$ cat src/rtl/limn2600_pkg.sv
// Shared types for the Limn2600 load/store unit: access sizes, fault codes,
// FSM states and the acceptance-time alignment check.
package limn2600_pkg;

  typedef enum logic [1:0] {
    SZ_BYTE = 2'b00,
    SZ_HALF = 2'b01,
    SZ_RSVD = 2'b10,
    SZ_WORD = 2'b11
  } size_e;

  typedef enum logic [1:0] {
    FAULT_NONE     = 2'b00,
    FAULT_MISALIGN = 2'b01,
    FAULT_TIMEOUT  = 2'b10,
    FAULT_SIZE     = 2'b11
  } fault_e;

  typedef enum logic [2:0] {
    ST_IDLE,
    ST_ISSUE,
    ST_WAIT_RD,
    ST_WAIT_WR,
    ST_RESP
  } state_e;

  // A reserved size is reported ahead of any alignment problem.
  function automatic fault_e align_fault(input size_e size, input logic [1:0] lo);
    fault_e f;
    f = FAULT_NONE;
    case (size)
      SZ_HALF: if (lo[0]) f = FAULT_MISALIGN;
      SZ_WORD: if (lo != 2'b00) f = FAULT_MISALIGN;
      SZ_RSVD: f = FAULT_SIZE;
      default: f = FAULT_NONE;
    endcase
    return f;
  endfunction

endpackage

$ cat src/rtl/limn2600_lsu_if.sv
// CPU request/response and scheduler client ports of the LSU.
// slave is the LSU side; master is the CPU + scheduler side.
interface limn2600_lsu_if;

  logic        req_valid;
  logic        req_ready;
  logic        req_we;
  logic [31:0] req_addr;
  logic [1:0]  req_size;
  logic        req_signed;
  logic [31:0] req_wdata;

  logic        resp_valid;
  logic [31:0] resp_data;
  logic [1:0]  resp_fault;

  logic [31:0] sched_read_addr;
  logic [1:0]  sched_read_size;
  logic        sched_read_enable;
  logic [31:0] sched_read_value;
  logic [31:0] sched_read_addr_in;
  logic        sched_read_rdy;

  logic [31:0] sched_write_addr;
  logic [31:0] sched_write_value;
  logic [1:0]  sched_write_size;
  logic        sched_write_enable;
  logic        sched_write_rdy;
  logic        sched_full;

  modport slave (
    input  req_valid, req_we, req_addr, req_size, req_signed, req_wdata,
    output req_ready, resp_valid, resp_data, resp_fault,
    output sched_read_addr, sched_read_size, sched_read_enable,
    input  sched_read_value, sched_read_addr_in, sched_read_rdy,
    output sched_write_addr, sched_write_value, sched_write_size, sched_write_enable,
    input  sched_write_rdy, sched_full
  );

  modport master (
    output req_valid, req_we, req_addr, req_size, req_signed, req_wdata,
    input  req_ready, resp_valid, resp_data, resp_fault,
    input  sched_read_addr, sched_read_size, sched_read_enable,
    output sched_read_value, sched_read_addr_in, sched_read_rdy,
    input  sched_write_addr, sched_write_value, sched_write_size, sched_write_enable,
    output sched_write_rdy, sched_full
  );

endinterface

$ cat src/rtl/limn2600_lsu_extract.sv
// Picks the addressed byte/half out of a returned word and zero- or
// sign-extends it; word loads pass straight through.
module limn2600_lsu_extract
  import limn2600_pkg::*;
(
  input  logic [31:0] word,
  input  logic [1:0]  lane,
  input  size_e       size,
  input  logic        sign_ext,
  output logic [31:0] data
);

  logic [7:0]  b;
  logic [15:0] h;

  always_comb begin
    b = word[7:0];
    case (lane)
      2'd0: b = word[7:0];
      2'd1: b = word[15:8];
      2'd2: b = word[23:16];
      2'd3: b = word[31:24];
      default: b = word[7:0];
    endcase
    h = lane[1] ? word[31:16] : word[15:0];
    data = word;
    case (size)
      SZ_BYTE: data = sign_ext ? {{24{b[7]}}, b} : {24'b0, b};
      SZ_HALF: data = sign_ext ? {{16{h[15]}}, h} : {16'b0, h};
      default: data = word;
    endcase
  end

endmodule

$ cat src/rtl/limn2600_lsu.sv
// Limn2600 load/store unit: one request in flight, issued to the scheduler
// client ports, with alignment checking and a bounded wait for completion.
module limn2600_lsu
  import limn2600_pkg::*;
#(
  parameter int TIMEOUT_CYCLES = 255
) (
  input logic clk,
  input logic rst,
  limn2600_lsu_if.slave bus
);

  localparam int TW = (TIMEOUT_CYCLES > 1) ? $clog2(TIMEOUT_CYCLES) : 1;

  state_e      state;
  logic [31:0] addr_q;
  logic [31:0] wdata_q;
  size_e       size_q;
  logic        we_q;
  logic        signed_q;
  logic [TW-1:0] timer;

  logic [31:0] word_addr;
  logic [31:0] load_data;
  fault_e      accept_fault;

  assign word_addr    = {addr_q[31:2], 2'b00};
  assign accept_fault = align_fault(size_e'(bus.req_size), bus.req_addr[1:0]);

  limn2600_lsu_extract u_extract (
    .word     (bus.sched_read_value),
    .lane     (addr_q[1:0]),
    .size     (size_q),
    .sign_ext (signed_q),
    .data     (load_data)
  );

  // Enables and resp_valid default low so each is a single-cycle pulse;
  // resp_data/resp_fault are only written on the way into RESP.
  always_ff @(posedge clk or posedge rst) begin
    if (rst) begin
      state                  <= ST_IDLE;
      addr_q                 <= '0;
      wdata_q                <= '0;
      size_q                 <= SZ_BYTE;
      we_q                   <= 1'b0;
      signed_q               <= 1'b0;
      timer                  <= '0;
      bus.req_ready          <= 1'b1;
      bus.resp_valid         <= 1'b0;
      bus.resp_data          <= '0;
      bus.resp_fault         <= FAULT_NONE;
      bus.sched_read_addr    <= '0;
      bus.sched_read_size    <= '0;
      bus.sched_read_enable  <= 1'b0;
      bus.sched_write_addr   <= '0;
      bus.sched_write_value  <= '0;
      bus.sched_write_size   <= '0;
      bus.sched_write_enable <= 1'b0;
    end else begin
      bus.resp_valid         <= 1'b0;
      bus.sched_read_enable  <= 1'b0;
      bus.sched_write_enable <= 1'b0;
      case (state)
        ST_IDLE: begin
          if (bus.req_valid) begin
            addr_q        <= bus.req_addr;
            wdata_q       <= bus.req_wdata;
            size_q        <= size_e'(bus.req_size);
            we_q          <= bus.req_we;
            signed_q      <= bus.req_signed;
            bus.req_ready <= 1'b0;
            if (accept_fault != FAULT_NONE) begin
              bus.resp_valid <= 1'b1;
              bus.resp_data  <= '0;
              bus.resp_fault <= accept_fault;
              state          <= ST_RESP;
            end else begin
              state <= ST_ISSUE;
            end
          end
        end
        ST_ISSUE: begin
          if (!bus.sched_full) begin
            timer <= '0;
            if (we_q) begin
              bus.sched_write_addr   <= addr_q;
              bus.sched_write_value  <= wdata_q;
              bus.sched_write_size   <= size_q;
              bus.sched_write_enable <= 1'b1;
              state                  <= ST_WAIT_WR;
            end else begin
              bus.sched_read_addr   <= word_addr;
              bus.sched_read_size   <= SZ_WORD;
              bus.sched_read_enable <= 1'b1;
              state                 <= ST_WAIT_RD;
            end
          end
        end
        ST_WAIT_RD: begin
          // Returns for some other word belong to another client.
          if (bus.sched_read_rdy && (bus.sched_read_addr_in == word_addr)) begin
            bus.resp_valid <= 1'b1;
            bus.resp_data  <= load_data;
            bus.resp_fault <= FAULT_NONE;
            state          <= ST_RESP;
          end else if (timer == TW'(TIMEOUT_CYCLES - 1)) begin
            bus.resp_valid <= 1'b1;
            bus.resp_data  <= '0;
            bus.resp_fault <= FAULT_TIMEOUT;
            state          <= ST_RESP;
          end else begin
            timer <= timer + 1'b1;
          end
        end
        ST_WAIT_WR: begin
          if (bus.sched_write_rdy) begin
            bus.resp_valid <= 1'b1;
            bus.resp_data  <= '0;
            bus.resp_fault <= FAULT_NONE;
            state          <= ST_RESP;
          end else if (timer == TW'(TIMEOUT_CYCLES - 1)) begin
            bus.resp_valid <= 1'b1;
            bus.resp_data  <= '0;
            bus.resp_fault <= FAULT_TIMEOUT;
            state          <= ST_RESP;
          end else begin
            timer <= timer + 1'b1;
          end
        end
        ST_RESP: begin
          bus.req_ready <= 1'b1;
          state         <= ST_IDLE;
        end
        default: begin
          bus.req_ready <= 1'b1;
          state         <= ST_IDLE;
        end
      endcase
    end
  end

endmodule

$ cat src/flat_wrapper.sv
// flat-port wrapper written by rule: the top's interface ports become plain ports
module limn2600_lsu_flat import limn2600_pkg::*;
#(
  parameter int TIMEOUT_CYCLES = 255
)
  (clk, rst, bus_req_valid, bus_req_we, bus_req_addr, bus_req_size, bus_req_signed, bus_req_wdata, bus_req_ready, bus_resp_valid, bus_resp_data, bus_resp_fault, bus_sched_read_addr, bus_sched_read_size, bus_sched_read_enable, bus_sched_read_value, bus_sched_read_addr_in, bus_sched_read_rdy, bus_sched_write_addr, bus_sched_write_value, bus_sched_write_size, bus_sched_write_enable, bus_sched_write_rdy, bus_sched_full);
  limn2600_lsu_if bus_i ();
  input logic clk;
  input logic rst;
  input wire logic [$bits(bus_i.req_valid)-1:0] bus_req_valid;
  input wire logic [$bits(bus_i.req_we)-1:0] bus_req_we;
  input wire logic [$bits(bus_i.req_addr)-1:0] bus_req_addr;
  input wire logic [$bits(bus_i.req_size)-1:0] bus_req_size;
  input wire logic [$bits(bus_i.req_signed)-1:0] bus_req_signed;
  input wire logic [$bits(bus_i.req_wdata)-1:0] bus_req_wdata;
  output wire logic [$bits(bus_i.req_ready)-1:0] bus_req_ready;
  output wire logic [$bits(bus_i.resp_valid)-1:0] bus_resp_valid;
  output wire logic [$bits(bus_i.resp_data)-1:0] bus_resp_data;
  output wire logic [$bits(bus_i.resp_fault)-1:0] bus_resp_fault;
  output wire logic [$bits(bus_i.sched_read_addr)-1:0] bus_sched_read_addr;
  output wire logic [$bits(bus_i.sched_read_size)-1:0] bus_sched_read_size;
  output wire logic [$bits(bus_i.sched_read_enable)-1:0] bus_sched_read_enable;
  input wire logic [$bits(bus_i.sched_read_value)-1:0] bus_sched_read_value;
  input wire logic [$bits(bus_i.sched_read_addr_in)-1:0] bus_sched_read_addr_in;
  input wire logic [$bits(bus_i.sched_read_rdy)-1:0] bus_sched_read_rdy;
  output wire logic [$bits(bus_i.sched_write_addr)-1:0] bus_sched_write_addr;
  output wire logic [$bits(bus_i.sched_write_value)-1:0] bus_sched_write_value;
  output wire logic [$bits(bus_i.sched_write_size)-1:0] bus_sched_write_size;
  output wire logic [$bits(bus_i.sched_write_enable)-1:0] bus_sched_write_enable;
  input wire logic [$bits(bus_i.sched_write_rdy)-1:0] bus_sched_write_rdy;
  input wire logic [$bits(bus_i.sched_full)-1:0] bus_sched_full;
  assign bus_i.req_valid = bus_req_valid;
  assign bus_i.req_we = bus_req_we;
  assign bus_i.req_addr = bus_req_addr;
  assign bus_i.req_size = bus_req_size;
  assign bus_i.req_signed = bus_req_signed;
  assign bus_i.req_wdata = bus_req_wdata;
  assign bus_req_ready = bus_i.req_ready;
  assign bus_resp_valid = bus_i.resp_valid;
  assign bus_resp_data = bus_i.resp_data;
  assign bus_resp_fault = bus_i.resp_fault;
  assign bus_sched_read_addr = bus_i.sched_read_addr;
  assign bus_sched_read_size = bus_i.sched_read_size;
  assign bus_sched_read_enable = bus_i.sched_read_enable;
  assign bus_i.sched_read_value = bus_sched_read_value;
  assign bus_i.sched_read_addr_in = bus_sched_read_addr_in;
  assign bus_i.sched_read_rdy = bus_sched_read_rdy;
  assign bus_sched_write_addr = bus_i.sched_write_addr;
  assign bus_sched_write_value = bus_i.sched_write_value;
  assign bus_sched_write_size = bus_i.sched_write_size;
  assign bus_sched_write_enable = bus_i.sched_write_enable;
  assign bus_i.sched_write_rdy = bus_sched_write_rdy;
  assign bus_i.sched_full = bus_sched_full;
  limn2600_lsu #(.TIMEOUT_CYCLES(TIMEOUT_CYCLES)) u_core (.clk(clk), .rst(rst), .bus(bus_i));
endmodule
$ cat config.mk
export PLATFORM = sky130hd
export DESIGN_NAME = limn2600_lsu_flat
export DESIGN_NICKNAME = d
export VERILOG_FILES = /design/src/rtl/limn2600_pkg.sv /design/src/rtl/limn2600_lsu_if.sv /design/src/rtl/limn2600_lsu_extract.sv /design/src/rtl/limn2600_lsu.sv /design/src/flat_wrapper.sv
export SDC_FILE = /design/constraint.sdc
export NUM_CORES = 1
export LEC_CHECK = 0
export BUFFER_PORTS_ARGS = -buffer_cell sky130_fd_sc_hd__buf_2
export CORE_MARGIN = 1.5
export CORE_UTILIZATION = 50
export DETAILED_ROUTE_END_ITERATION = 7
export HOLD_SLACK_MARGIN = 0.1
export PLACE_DENSITY = 0.77
export SLEW_MARGIN = 20
export SYNTH_ARGS = -nofsm -noshare
export SYNTH_HDL_FRONTEND = slang
export SYNTH_HIERARCHICAL = 1
export SYNTH_SLANG_ARGS = --single-unit
$ cat constraint.sdc
create_clock -name clk -period 16 [get_ports clk]
set_clock_uncertainty 0.05 [all_clocks]
set_input_delay 0.8 -clock clk [delete_from_list [all_inputs] [get_ports clk]]
set_output_delay 0.8 -clock clk [all_outputs]
set_load 0.005 [all_outputs]
==> qor.txt <==
Initial Util: 51.19%
CTS tree: built
wirelength, routed: 22.62 mm
die area: 20050 um2
Vias: 6704
Syn Std Cell Area: 9607 um2
top post-synthesis cells by area: dfrtp_1 (55%), mux2_2 (19%), a22o_1 (3.1%), xnor2_1 (2.5%), mux4_2 (1.6%)
Fill cells: 1461
Synth top area share: 55.48%
initial antenna violation count: 3
Crit path required time: 16390 ps
startpoint types: flop
top layer in use: met4
setup ws final: 13300 ps
Final setup viols: 0
area occupied by registers: 5358 um2
hold_buf cts: 0
total gr overflow: 0
clock-pin slew on the worst setup and hold paths: 60 ps
drc violations: 0
CP max stage delay: 770 ps
CTS Buf Count: 24
number of global-route vias before repair: 6914
global-route wire length before repair: 35.56 mm
wire per inst: 18.51 um
die height: 141.6 um
most instantiated library cell after synthesis: dfrtp_1
pre-CTS setup slack: 12880 ps
DR iter-0 viols: 273
Final Critical Period: 2696 ps
number of placed I/O pins: 276
met1 wire length: 9.235 mm
WS Path Type: flop to flop
Max rail drop VDD: 0.1136 mV
clk sinks: 214
met3 wire len: 1.653 mm
Final Hold Fails: 0
Final #Nets: 1109
Slew @ Worst Pin: 1080 ps
Data arrival, critical path: 3090 ps
Placeable Area: 18770 um2
placement row count: 50
Max H-tree Level: 1
area leader, netlist: dfrtp_1
post-CTS sizing: 0
I/O Buffers: 273
Worst Hold Class: input port to asynchronous set/reset pin
largest net degree at the start of global routing: 134
Pre-antenna DRT Iters: 5
Slew HR: 27.98%
Die X: 141.6 um
top_reg_cell synth: dfrtp_1
CP endpoint kind: flop
Worst-Skew Late Latency: 530 ps
share of cells above drive strength 1: 52.69%
critical path cell sequence: nor2b_1 -> a32oi_4 -> o221ai_1 -> a22o_1
Cell variety after synth: 53
Final Cycle Share: 16.85%
status: complete, no violations
RSZ-0062 raised after global routing: false
yosys warns: 6
sequential-to-total area share from yosys stat: 55.76%
GRT Util Overall: 22.32%
WL met2: 11.00 mm
Slowest cell on crit path: dfrtp_2
remaining antenna violation count after routing: 0
setup bufs post-CTS: 0
PwrDens: 191.4 nW/um2
share of flip-flops with an asynchronous set or reset: 100.0%
Max FO, Critical Path: 29
Post-Syn Instances: 713
fmax: 0.3709 GHz
area grow syn2layout: 23.33%
syn_area_per_cell: 13.47 um2
leakage: 0.005650 uW
root buffer cell: clkbuf_16
Detailed Place HPWL: 15.52 mm
Setup TNS Final: 0 ps
Max Cap Viol: 0
vias per std cell: 5.486
Max Slew Vio Count: 0
synth cell count leaders: dfrtp_1 (213), mux2_2 (165), a22o_1 (34)
footprint of the multi-input gates: 3936 um2
Post-synth EDFFs: 0
hold_ws: 435.9 ps
register bit total from synthesis: 214
Max Buffers Root-to-Sink: 3
routability cong.: 0.8558
==> cell families (layout without fill, tap and decap cells) <==
family | Yosys count | count (layout) | synth area share [%]
buffers and inverters | 63 | 334 | 3.595
other | 1 | 5 | 0.03904
flip-flops | 214 | 214 | 55.76
AO/OA/AOI/OAI | 109 | 109 | 9.495
AND/OR/NAND/NOR | 117 | 117 | 6.512
multiplexers | 177 | 177 | 21.61
adder cells (fa/ha/maj) | 2 | 2 | 0.2604
XOR/XNOR | 30 | 30 | 2.735
==> final timing paths <==
| path | startpoint | end | slack [ps] | cells after the start |
|---|---|---|---|---|
| setup / recovery | u_core/addr_q[1] | u_core/bus.resp_data[10] | 13300 | 4 |
| hold / removal | rst | u_core/bus.resp_data[25] | 440 | 2 |
| setup reg to reg | u_core/addr_q[1] | u_core/bus.resp_data[10] | 13300 | 4 |
| hold reg to reg | u_core/bus.sched_read_size[0] | u_core/bus.sched_read_size[0] | 440 | 1 |
| max in group asynchronous | rst | u_core/wdata_q[25] | 14190 | 3 |
| min in group clk | u_core/bus.sched_read_size[0] | u_core/bus.sched_read_size[0] | 440 | 1 |
==> final cells by class <==
class / instances / area share (%)
antenna: 3 / 0.06336
clock buffer: 34 / 5.639
clock inverter: 8 / 0.9927
inverter: 14 / 0.5069
multi-input combinational: 437 / 33.22
sequential: 214 / 45.22
tap: 234 / 2.471
timing repair buffer: 278 / 11.88
==> worst max-delay path, delay by kind of cell, from the launching register on <==
kind,cells,cell delay [ps]
DFF,1,770
AOI/OAI and AO/OA,3,1010
and+or+nand+nor,1,770
==> report_power, final <==
part / leakage (uW) / internal [uW] / switching (uW) / total (uW)
combinational: 0.00262 / 428 / 375 / 802
clock: 0.000381 / 324 / 214 / 538
sequential: 0.00265 / 763 / 165 / 928
==> cell usage in the layout (no fill, tap or decap), drive strengths merged, types with 7 or more instances in the layout <==
master and count:
clkbuf 34, mux2 167, dfrtp 213, a22o 34
nand4 15, nor2 22, nor2b 19, o22ai 11
inv 14, xnor2 27, o211ai 17, a21oi 16
o221ai 9, a211oi 7, mux4 7, nand2 33
buf 278, nand3 7
==> per-stage QoR <==
step                power (uW)  instances  util (%)  cell area [um2]
global placement          1714       1177     58.87            11050
CTS                       2290       1219     63.05            11830
finish                    2268       1222     63.13            11850
floorplan                 1478        714         -             9610
global route              2408       1222     63.13            11850
detailed placement        1740       1177     58.87            11050
==> state kept, by name, indices dropped and copies added, names as in the netlist, 2 cells and up <==
signal,flops
u_core/bus.sched_write_value,32
u_core/addr_q,32
u_core/wdata_q,32
u_core/bus.resp_fault,2
u_core/size_q,2
u_core/bus.resp_data,32
u_core/timer,8
u_core/bus.sched_read_addr,30
u_core/state,3
u_core/bus.sched_write_addr,32
u_core/bus.sched_write_size,2
==> per-layer routing <==
metal / vias to the layer above / GRT usage (%)
met2: 247 / 37.43
met4: 0 / 8.193
li1: 3092 / -
met1: 3314 / 27.41
met3: 51 / 6.615
met5: - / 0
No activity file was read; power rests on OpenSTA's default activity.
